$ cat src/rtl/uart_pkg.sv
// Shared types and constants for the UART receiver slice.
package uart_pkg;

    typedef enum logic [2:0] {
        IDLE   = 3'd0,
        START  = 3'd1,
        DATA   = 3'd2,
        PARITY = 3'd3,
        STOP   = 3'd4
    } rx_state_e;

    localparam int unsigned DATA_WIDTH_DEF = 8;
    localparam int unsigned MIN_PRESCALE   = 4;

    localparam logic EVEN = 1'b0;
    localparam logic ODD  = 1'b1;

endpackage

$ cat src/rtl/uart_rx_if.sv
// Receiver-side signal bundle: serial line and frame configuration in, byte and status out.
interface uart_rx_if #(
    parameter int unsigned DATA_WIDTH     = 8,
    parameter int unsigned PRESCALE_WIDTH = 6
);
    logic                      RX_IN;
    logic [PRESCALE_WIDTH-1:0] PRESCALE;
    logic                      PAR_EN;
    logic                      PAR_TYP;
    logic [DATA_WIDTH-1:0]     P_DATA;
    logic                      DATA_VALID;
    logic                      PAR_ERR;
    logic                      STP_ERR;

    modport master (
        output RX_IN, PRESCALE, PAR_EN, PAR_TYP,
        input  P_DATA, DATA_VALID, PAR_ERR, STP_ERR
    );

    modport slave (
        input  RX_IN, PRESCALE, PAR_EN, PAR_TYP,
        output P_DATA, DATA_VALID, PAR_ERR, STP_ERR
    );
endinterface

$ cat src/rtl/uart_rx_sampler.sv
// Mid-bit 2-of-3 majority sampler; the first two samples are registered and the
// third is the live line, so the vote is ready in the edge_cnt = P/2+1 cycle.
module uart_rx_sampler #(
    parameter int unsigned PRESCALE_WIDTH = 6
) (
    input  logic                      CLK,
    input  logic                      RST,
    input  logic                      RX_IN,
    input  logic [PRESCALE_WIDTH-1:0] edge_cnt,
    input  logic [PRESCALE_WIDTH-1:0] PRESCALE,
    output logic                      maj,
    output logic                      done
);
    logic [PRESCALE_WIDTH-1:0] half;
    logic                      s0;
    logic                      s1;

    assign half = PRESCALE >> 1;

    always_ff @(posedge CLK or negedge RST) begin
        if (!RST) begin
            s0 <= 1'b1;
            s1 <= 1'b1;
        end else begin
            if (edge_cnt == half - PRESCALE_WIDTH'(1)) s0 <= RX_IN;
            if (edge_cnt == half)                      s1 <= RX_IN;
        end
    end

    // Consumers register the vote on this same edge, which keeps PRESCALE=4 working.
    assign done = (edge_cnt == half + PRESCALE_WIDTH'(1));
    assign maj  = (s0 & s1) | (s0 & RX_IN) | (s1 & RX_IN);

endmodule

$ cat src/rtl/uart_rx.sv
// Oversampling UART receiver: start detect, majority sampling, LSB-first deserialise,
// parity/stop checks. Define UART_RX_SYNC_EN to add a 2-flop RX_IN synchroniser.
module uart_rx
    import uart_pkg::*;
#(
    parameter int unsigned DATA_WIDTH     = DATA_WIDTH_DEF,
    parameter int unsigned PRESCALE_WIDTH = 6
) (
    input logic     CLK,
    input logic     RST,
    uart_rx_if.slave bus
);
    localparam int unsigned PW = PRESCALE_WIDTH;
    localparam int unsigned BW = (DATA_WIDTH > 1) ? $clog2(DATA_WIDTH) : 1;

    rx_state_e             state_q, state_d;
    logic [PW-1:0]         edge_cnt, cnt_d;
    logic [BW-1:0]         bit_cnt, bit_cnt_d;
    logic [PW-1:0]         p_q, p_in, p_eff;
    logic                  par_en_q, par_typ_q;
    logic [DATA_WIDTH-1:0] shift_q;
    logic                  par_flag, stp_flag, stp_now;
    logic                  rx, maj, done, wrap;
    logic                  start_frame, frame_end;
    logic [DATA_WIDTH-1:0] p_data_q;
    logic                  valid_q, par_err_q, stp_err_q;

`ifdef UART_RX_SYNC_EN
    logic [1:0] sync_q;
    always_ff @(posedge CLK or negedge RST) begin
        if (!RST) sync_q <= '1;
        else      sync_q <= {sync_q[0], bus.RX_IN};
    end
    assign rx = sync_q[1];
`else
    assign rx = bus.RX_IN;
`endif

    assign p_in  = bus.PRESCALE & ~PW'(1);
    assign p_eff = (p_in < PW'(MIN_PRESCALE)) ? PW'(MIN_PRESCALE) : p_in;
    assign wrap  = (edge_cnt == p_q - PW'(1));

    uart_rx_sampler #(.PRESCALE_WIDTH(PW)) u_sampler (
        .CLK      (CLK),
        .RST      (RST),
        .RX_IN    (rx),
        .edge_cnt (edge_cnt),
        .PRESCALE (p_q),
        .maj      (maj),
        .done     (done)
    );

    always_ff @(posedge CLK or negedge RST) begin
        if (!RST) begin
            state_q  <= IDLE;
            edge_cnt <= '0;
            bit_cnt  <= '0;
        end else begin
            state_q  <= state_d;
            edge_cnt <= cnt_d;
            bit_cnt  <= bit_cnt_d;
        end
    end

    always_comb begin
        state_d     = state_q;
        cnt_d       = wrap ? '0 : edge_cnt + PW'(1);
        bit_cnt_d   = bit_cnt;
        start_frame = 1'b0;
        frame_end   = 1'b0;
        unique case (state_q)
            IDLE: begin
                cnt_d     = '0;
                bit_cnt_d = '0;
                if (!rx) begin
                    state_d     = START;
                    cnt_d       = PW'(1);
                    start_frame = 1'b1;
                end
            end
            START: begin
                if (done && maj) begin
                    state_d = IDLE;
                    cnt_d   = '0;
                end else if (wrap) begin
                    state_d = DATA;
                end
            end
            DATA: begin
                if (wrap) begin
                    if (bit_cnt == BW'(DATA_WIDTH - 1)) begin
                        bit_cnt_d = '0;
                        state_d   = par_en_q ? PARITY : STOP;
                    end else begin
                        bit_cnt_d = bit_cnt + BW'(1);
                    end
                end
            end
            PARITY: if (wrap) state_d = STOP;
            STOP: begin
                if (wrap) begin
                    state_d   = IDLE;
                    cnt_d     = '0;
                    frame_end = 1'b1;
                end
            end
            default: begin
                state_d = IDLE;
                cnt_d   = '0;
            end
        endcase
    end

    // With PRESCALE=4 the stop vote lands on the wrap edge, so fold it in directly.
    assign stp_now = stp_flag | ((state_q == STOP) && done && !maj);

    always_ff @(posedge CLK or negedge RST) begin
        if (!RST) begin
            p_q       <= PW'(MIN_PRESCALE);
            par_en_q  <= 1'b0;
            par_typ_q <= EVEN;
            shift_q   <= '0;
            par_flag  <= 1'b0;
            stp_flag  <= 1'b0;
            p_data_q  <= '0;
            valid_q   <= 1'b0;
            par_err_q <= 1'b0;
            stp_err_q <= 1'b0;
        end else begin
            valid_q <= 1'b0;
            if (start_frame) begin
                p_q       <= p_eff;
                par_en_q  <= bus.PAR_EN;
                par_typ_q <= bus.PAR_TYP;
                par_flag  <= 1'b0;
                stp_flag  <= 1'b0;
            end
            if (done && state_q == DATA)
                shift_q <= {maj, shift_q[DATA_WIDTH-1:1]};
            if (done && state_q == PARITY && maj != (^shift_q ^ par_typ_q))
                par_flag <= 1'b1;
            if (done && state_q == STOP && !maj)
                stp_flag <= 1'b1;
            if (frame_end) begin
                p_data_q  <= shift_q;
                par_err_q <= par_flag;
                stp_err_q <= stp_now;
                valid_q   <= !(par_flag || stp_now);
            end
        end
    end

    assign bus.P_DATA     = p_data_q;
    assign bus.DATA_VALID = valid_q;
    assign bus.PAR_ERR    = par_err_q;
    assign bus.STP_ERR    = stp_err_q;

endmodule
$ cat src/flat_wrapper.sv
// flat-port wrapper written by rule: the top's interface ports become plain ports
module uart_rx_flat import uart_pkg::*;
#(
    parameter int unsigned DATA_WIDTH     = DATA_WIDTH_DEF,
    parameter int unsigned PRESCALE_WIDTH = 6
)
  (CLK, RST, bus_RX_IN, bus_PRESCALE, bus_PAR_EN, bus_PAR_TYP, bus_P_DATA, bus_DATA_VALID, bus_PAR_ERR, bus_STP_ERR);
  uart_rx_if #(.DATA_WIDTH(DATA_WIDTH), .PRESCALE_WIDTH(PRESCALE_WIDTH)) bus_i ();
  input logic CLK;
  input logic RST;
  input wire logic [$bits(bus_i.RX_IN)-1:0] bus_RX_IN;
  input wire logic [$bits(bus_i.PRESCALE)-1:0] bus_PRESCALE;
  input wire logic [$bits(bus_i.PAR_EN)-1:0] bus_PAR_EN;
  input wire logic [$bits(bus_i.PAR_TYP)-1:0] bus_PAR_TYP;
  output wire logic [$bits(bus_i.P_DATA)-1:0] bus_P_DATA;
  output wire logic [$bits(bus_i.DATA_VALID)-1:0] bus_DATA_VALID;
  output wire logic [$bits(bus_i.PAR_ERR)-1:0] bus_PAR_ERR;
  output wire logic [$bits(bus_i.STP_ERR)-1:0] bus_STP_ERR;
  assign bus_i.RX_IN = bus_RX_IN;
  assign bus_i.PRESCALE = bus_PRESCALE;
  assign bus_i.PAR_EN = bus_PAR_EN;
  assign bus_i.PAR_TYP = bus_PAR_TYP;
  assign bus_P_DATA = bus_i.P_DATA;
  assign bus_DATA_VALID = bus_i.DATA_VALID;
  assign bus_PAR_ERR = bus_i.PAR_ERR;
  assign bus_STP_ERR = bus_i.STP_ERR;
  uart_rx #(.DATA_WIDTH(DATA_WIDTH), .PRESCALE_WIDTH(PRESCALE_WIDTH)) u_core (.CLK(CLK), .RST(RST), .bus(bus_i));
endmodule
$ cat config.mk
export PLATFORM = sky130hd
export DESIGN_NAME = uart_rx_flat
export DESIGN_NICKNAME = d
export VERILOG_FILES = /design/src/rtl/uart_pkg.sv /design/src/rtl/uart_rx_if.sv /design/src/rtl/uart_rx_sampler.sv /design/src/rtl/uart_rx.sv /design/src/flat_wrapper.sv
export SDC_FILE = /design/constraint.sdc
export NUM_CORES = 1
export LEC_CHECK = 0
export BUFFER_PORTS_ARGS = -buffer_cell sky130_fd_sc_hd__clkbuf_2
export CORE_ASPECT_RATIO = 0.7
export CORE_MARGIN = 10
export CORE_UTILIZATION = 53
export DETAILED_ROUTE_END_ITERATION = 10
export PLACE_DENSITY_LB_ADDON = 0.2
export SKIP_CTS_REPAIR_TIMING = 1
export SYNTH_ARGS = -nofsm -noshare
export SYNTH_HDL_FRONTEND = slang
export SYNTH_HIERARCHICAL = 1
export SYNTH_SLANG_ARGS = --single-unit
$ cat constraint.sdc
create_clock -name CLK -period 2.5 [get_ports CLK]
set_input_delay 0.25 -clock CLK [delete_from_list [all_inputs] [get_ports CLK]]
set_output_delay 0.25 -clock CLK [all_outputs]
set_load 0.005 [all_outputs]
* Word-level counts from Yosys, hierarchy flattened *
Cells that the tools add are included.

operators by class
  add/sub/neg operators = 5
  div/mod/pow operators = 0
  reductions and logical operators = 17
  equality and inequality tests = 16
  shifts and indexed selects = 0
  multipliers = 0
  bitwise gates (word level) = 7
  multiplexer cells = 26
  order comparisons = 1

operator list
  kind                                                                           number
  3-bit 2-to-1 mux                                                               10
  6-bit 2-to-1 mux                                                               4
  6-bit case mux with 4 select lines                                             1
  6-bit equality test                                                            3
  3-bit case mux with 5 select lines                                             1
  1-bit 2-to-1 mux                                                               9
  2-bit by 1-bit inequality test with 1-bit output (second input constant)       4
  8-bit XOR reduction                                                            1
  5-bit by 1-bit adder with 6-bit output (second input constant)                 1
  6-bit by 1-bit adder with 6-bit output (second input constant)                 1
  3-bit by 2-bit equality test with 1-bit output (second input constant)         2
  3-bit equality test (second input constant)                                    2
  6-bit by 5-bit equality test with 1-bit output                                 1
  1-bit logical AND                                                              6
  6-bit by 3-bit less-than comparator with 1-bit output (second input constant)  1
  3-bit case mux with 2 select lines                                             1
  6-bit AND reduction                                                            1
  2-bit nonzero test                                                             3
  5-bit by 1-bit subtractor with 6-bit output (second input constant)            1
  6-bit by 1-bit subtractor with 6-bit output (second input constant)            1
  3-bit by 1-bit adder with 3-bit output (second input constant)                 1
  1-bit bitwise AND                                                              3
  3-bit by 1-bit equality test with 1-bit output (second input constant)         1
  3-bit zero test                                                                1
  other kinds (9)                                                                12

word-level totals
  word-level logic and storage cells = 87
  memory bits (writable) = 0
  bits in read-only memories = 0
  output and inout port bits = 11
  bits of input ports = 11
  memories = 0
  register bits = 43
  latch bits = 0

* Logic depth before layout (Yosys ltp) *
  depth in word-level cells = 9
  depth in mapped cells = 10
  mapped depth without buffers = 10

* Modules after synthesis *
Netlist, hierarchy kept.

modules (own cells, without submodules)
  module           instances  sequential area each (um2)  cells an instance  area each (um2)
  uart_rx          1          1002.2                      174                1921.8
  uart_rx_sampler  1          52.6                        44                 367.9

* Least setup slack after synthesis *
Ideal clock, no wire load.

  kind = reg2reg
  start point = register u_core.p_q[2]
  end point = register u_core.shift_q[0]
  required time = 2.375 ns
  setup time = 0.125 ns
  buffers on the path = 0
  setup slack = -0.041 ns
  period minus slack after synthesis = 2.541 ns
  data arrival time = 2.416 ns
  cell stages (with the launch flop) = 9
  path through = dfstp_2 > inv_1 > ha_1 > xnor2_1 > o2111ai_1 > nor3b_1 > nand2_1 > nor2_1 > mux2_2

between the ends
  word-level cells in the longest chain between the ends = 3

ends and longest elaborated chain
  item                                    line                   source
  from (decl)                             uart_rx.sv:19          logic [PW-1:0] p_q, p_in, p_eff;
  from (signal assigned)                  uart_rx.sv:119         p_q <= PW'(MIN_PRESCALE);
  from (signal assigned)                  uart_rx.sv:132         p_q <= p_eff;
  5-bit by 1-bit adder with 6-bit output  uart_rx_sampler.sv:31  assign done = (edge_cnt == half + PRESCALE_WIDTH'(1));
  6-bit equality test                     uart_rx_sampler.sv:31
  named net u_core.done                   uart_rx.sv:23          logic rx, maj, done, wrap;
  1-bit logical AND                       uart_rx.sv:138         if (done && state_q == DATA)
  to (signal assigned)                    uart_rx.sv:139         shift_q <= {maj, shift_q[DATA_WIDTH-1:1]};
  to (decl)                               uart_rx.sv:21          logic [DATA_WIDTH-1:0] shift_q;

The timed path passes the listed nets, and every way through them passes these cells.
A chain may end at the register's enable or synchronous reset.

* Final worst setup path *
  start point = register u_core.p_q[2]
  end point = register u_core.state_q[0]

between the ends
  word-level cells in the longest chain between the ends = 5
  elaborated cells on any way between the ends = 12
  classes of those cells = add/sub (2); eq/ne (6); mux (2); reduce/logical (2)

ends and longest elaborated chain
  item                                                                                                   line                   source
  5-bit by 1-bit adder with 6-bit output *                                                               uart_rx_sampler.sv:31
  6-bit equality test *                                                                                  uart_rx_sampler.sv:31
  named net u_core.done                                                                                  uart_rx.sv:23
  1-bit logical AND *                                                                                    uart_rx.sv:82          if (done && maj) begin
  3-bit by 1-bit inequality test with 1-bit output (no line) / 3-bit 2-to-1 mux (equally long branches)  n/a
  6-bit AND reduction (no line) / 3-bit case mux with 5 select lines (equally long branches)             n/a
  to (signal assigned)                                                                                   uart_rx.sv:59          state_q <= state_d;
  to (decl)                                                                                              uart_rx.sv:16          rx_state_e state_q, state_d;

Mark *: on every way through the listed nets, which the timed path passes. The rest lies on a longest branch.

==> impl_results.md <==
- Outcome: finished, final reports clean
- Vias in the first global route: 1662
- Critical-path maximum fanout: 4
- Synth Instances: between 200 and 250
- R2R setup slack: between 0.1 and 0.15 ns
- Largest net degree at the start of global routing: 43
- Sw power: 1.13 mW
- Final Critical Period: 2.38 ns
- Clock sinks: 42
- Maximum clock insertion buffer count: 2
- Clock power frac: ~15%
- Max cap viols: 0
- Hold WS: between 0.015 and 0.02 ns
- Wire per inst: 15.0 µm
- Total die area: approximately 7400 µm²
- Port Buffers: 20
- Sequential power share: roughly 36%
- Req. time, crit path: about 2.7 ns
- Setup violators final: 0
- Worst EP arrival: 2.56 ns
- Max-slew violations: 0
- Antenna Cells: 0
- P&R area growth vs syn: 17.3%
- Terminus of the critical flop-to-flop path: u_core/state_q[0]$_DFFE_PN0P_
- Placed Area: 2570 µm²
- R2R depth: 10
- Max IR drop VDD: just over 0.6 mV
- CTS buffer count: 5
- Drt total wl: about 4600 µm
- Setup TNS: 0 ns
- Initial antenna violation count: 0
- Worst setup path category: reg2reg
- Slew @ Worst Pin: roughly 0.52 ns
- Filler Cells Inserted: roughly 320
- Starting DRT DRC Count: between 90 and 100
- Clk Latency, worst-skew pair: 0.29 ns
- CTS tree: done
- Die Ht: about 75 µm
- Root Buffer: clkbuf_8
- Grt total ovfl: 0
- First-pass GRT wire length: 7960 µm
- # rows: 19
- GRT Overall Usage: 13.3%
- Die X-Extent: roughly 98 µm
- Syn_nets: between 200 and 250
- Int Pwr: ~1.8 mW
- Final Hold Viols: 0
- Final std cells w/o fill: around 300
- I/O pin total: 22
- Initial Util: between 50% and 60%
- Reg clk slew, reported paths: around 0.080 ns
- Final period util: between 90% and 100%
- HPWL Detailed: approximately 3600 µm
- Mean Syn Cell Area: ~11 µm²
- Sw Share: between 30% and 40%
- RSZ-0062 raised after global routing: false
- Post-route DRC: 0
- Post-placement cell count: 300
- Most frequent cells in the layout: 39 x dfrtp_1, 27 x nand2_1, 22 x xnor2_1
- Worst flop-to-flop path startpoint: u_core/p_q[2]$_DFFE_PN1P_
- Combinational power share: approximately half
- Startpoint Class: flip-flop
- Pre-Repair DR Iteration Count: 4
- Vias: approximately 1700
- Fin nets: roughly 270
- Yosys warnings: 6
- Final ANT Viol Nets: 0
- FMAX: around 420 MHz
- Worst hold path class: in2async
- Post-Syn Area: 2290 µm²
- Maximum level of the CTS H-tree: 2
- Core box area: about 4000 µm²
- Clock skew: 0.00381 ns
- Slew HR: 65.4%
- RD Place Congestion: about 0.84
- Post-DR vias/cell: roughly 5.3
- Crit end category: flip-flop
- Share of layout cells above drive strength 1: between 30 and 40%
- Pwr/cell area: around 1100 nW/µm²
- Most common cell after layout, fill and taps aside: dfrtp_1
- Final Cell Area: 2680 µm²
- Leak: 1.26 nW
==> power groups by stage <==
stage / registers, mW / logic [mW] / clock network (mW)
2_1_floorplan: 1.03 / 1.01 / 0
3_3_place_gp: 1.06 / 1.37 / 0
3_5_place_dp: 1.07 / 1.41 / 0
4_1_cts: 1.05 / 1.41 / 0.457
5_1_grt: 1.09 / 1.61 / 0.483
6_report: 1.06 / 1.46 / 0.444
==> state kept, by name (all words and copies together) (netlist names) <==
name / flops
u_core/bit_cnt: 3
u_core/bus.DATA_VALID: 1
u_core/bus.PAR_ERR: 1
u_core/bus.P_DATA: 8
u_core/bus.STP_ERR: 1
u_core/edge_cnt: 6
u_core/p_q: 5
u_core/par_en_q: 1
u_core/par_flag: 1
u_core/par_typ_q: 1
u_core/shift_q: 8
u_core/state_q: 3
u_core/stp_flag: 1
u_core/u_sampler/s0: 1
u_core/u_sampler/s1: 1
==> stage by stage <==
stage               setup WS [ns]  power (mW)  utilization [%]
CTS                        0.0543        2.92             66.0
finish                      0.121        2.96             66.3
global placement           0.0934        2.43             63.7
floorplan                  0.0467        2.05                -
global route               0.0120        3.18             66.3
detailed placement         0.0716        2.47             63.7
==> routing by layer <==
layer / wire length [µm] / GRT usage [%] / vias up
li1: - / - / 833
met1: 2450 / 18.9 / 787
met2: 1940 / 19.1 / 31
met3: 219 / 4.57 / 2
met4: 21 / 2.85 / 0
met5: 0 / 0 / -
==> worst max-delay path by stage <==
stage,from,endpoint,slack (ns),cells past startpoint
floorplan,u_core/p_q[2]$_DFFE_PN1P_,u_core/state_q[0]$_DFFE_PN0P_,0.05,10
global placement,u_core/p_q[2]$_DFFE_PN1P_,u_core/state_q[0]$_DFFE_PN0P_,0.09,10
finish,u_core/p_q[2]$_DFFE_PN1P_,u_core/state_q[0]$_DFFE_PN0P_,0.12,10
CTS,u_core/p_q[2]$_DFFE_PN1P_,u_core/state_q[0]$_DFFE_PN0P_,0.05,10
global route,u_core/p_q[2]$_DFFE_PN1P_,u_core/state_q[0]$_DFFE_PN0P_,0.01,10
detailed placement,u_core/p_q[2]$_DFFE_PN1P_,u_core/state_q[0]$_DFFE_PN0P_,0.07,10
==> cell type report <==
cell class,instances,area (µm²),share of cell area (%)
Multi-Input combinational cell,162,1190,44.5
Sequential cell,42,1050,39.3
Timing Repair Buffer,39,255,9.52
Clock buffer,7,86.3,3.22
Tap cell,52,65.1,2.43
Inverter,6,22.5,0.840
Clock inverter,1,5.00,0.187
==> critical path, stage by stage, from the launching register on <==
cell       delay [ns]
dfstp_2          0.55
inv_1            0.04
ha_1             0.30
xnor2_2          0.15
o2111ai_1        0.15
nor3b_2          0.26
nand2_1          0.11
a21oi_1          0.17
o21ai_1          0.09
nand2_1          0.11
mux2_2           0.33
No activity file was read; power rests on OpenSTA's default activity.
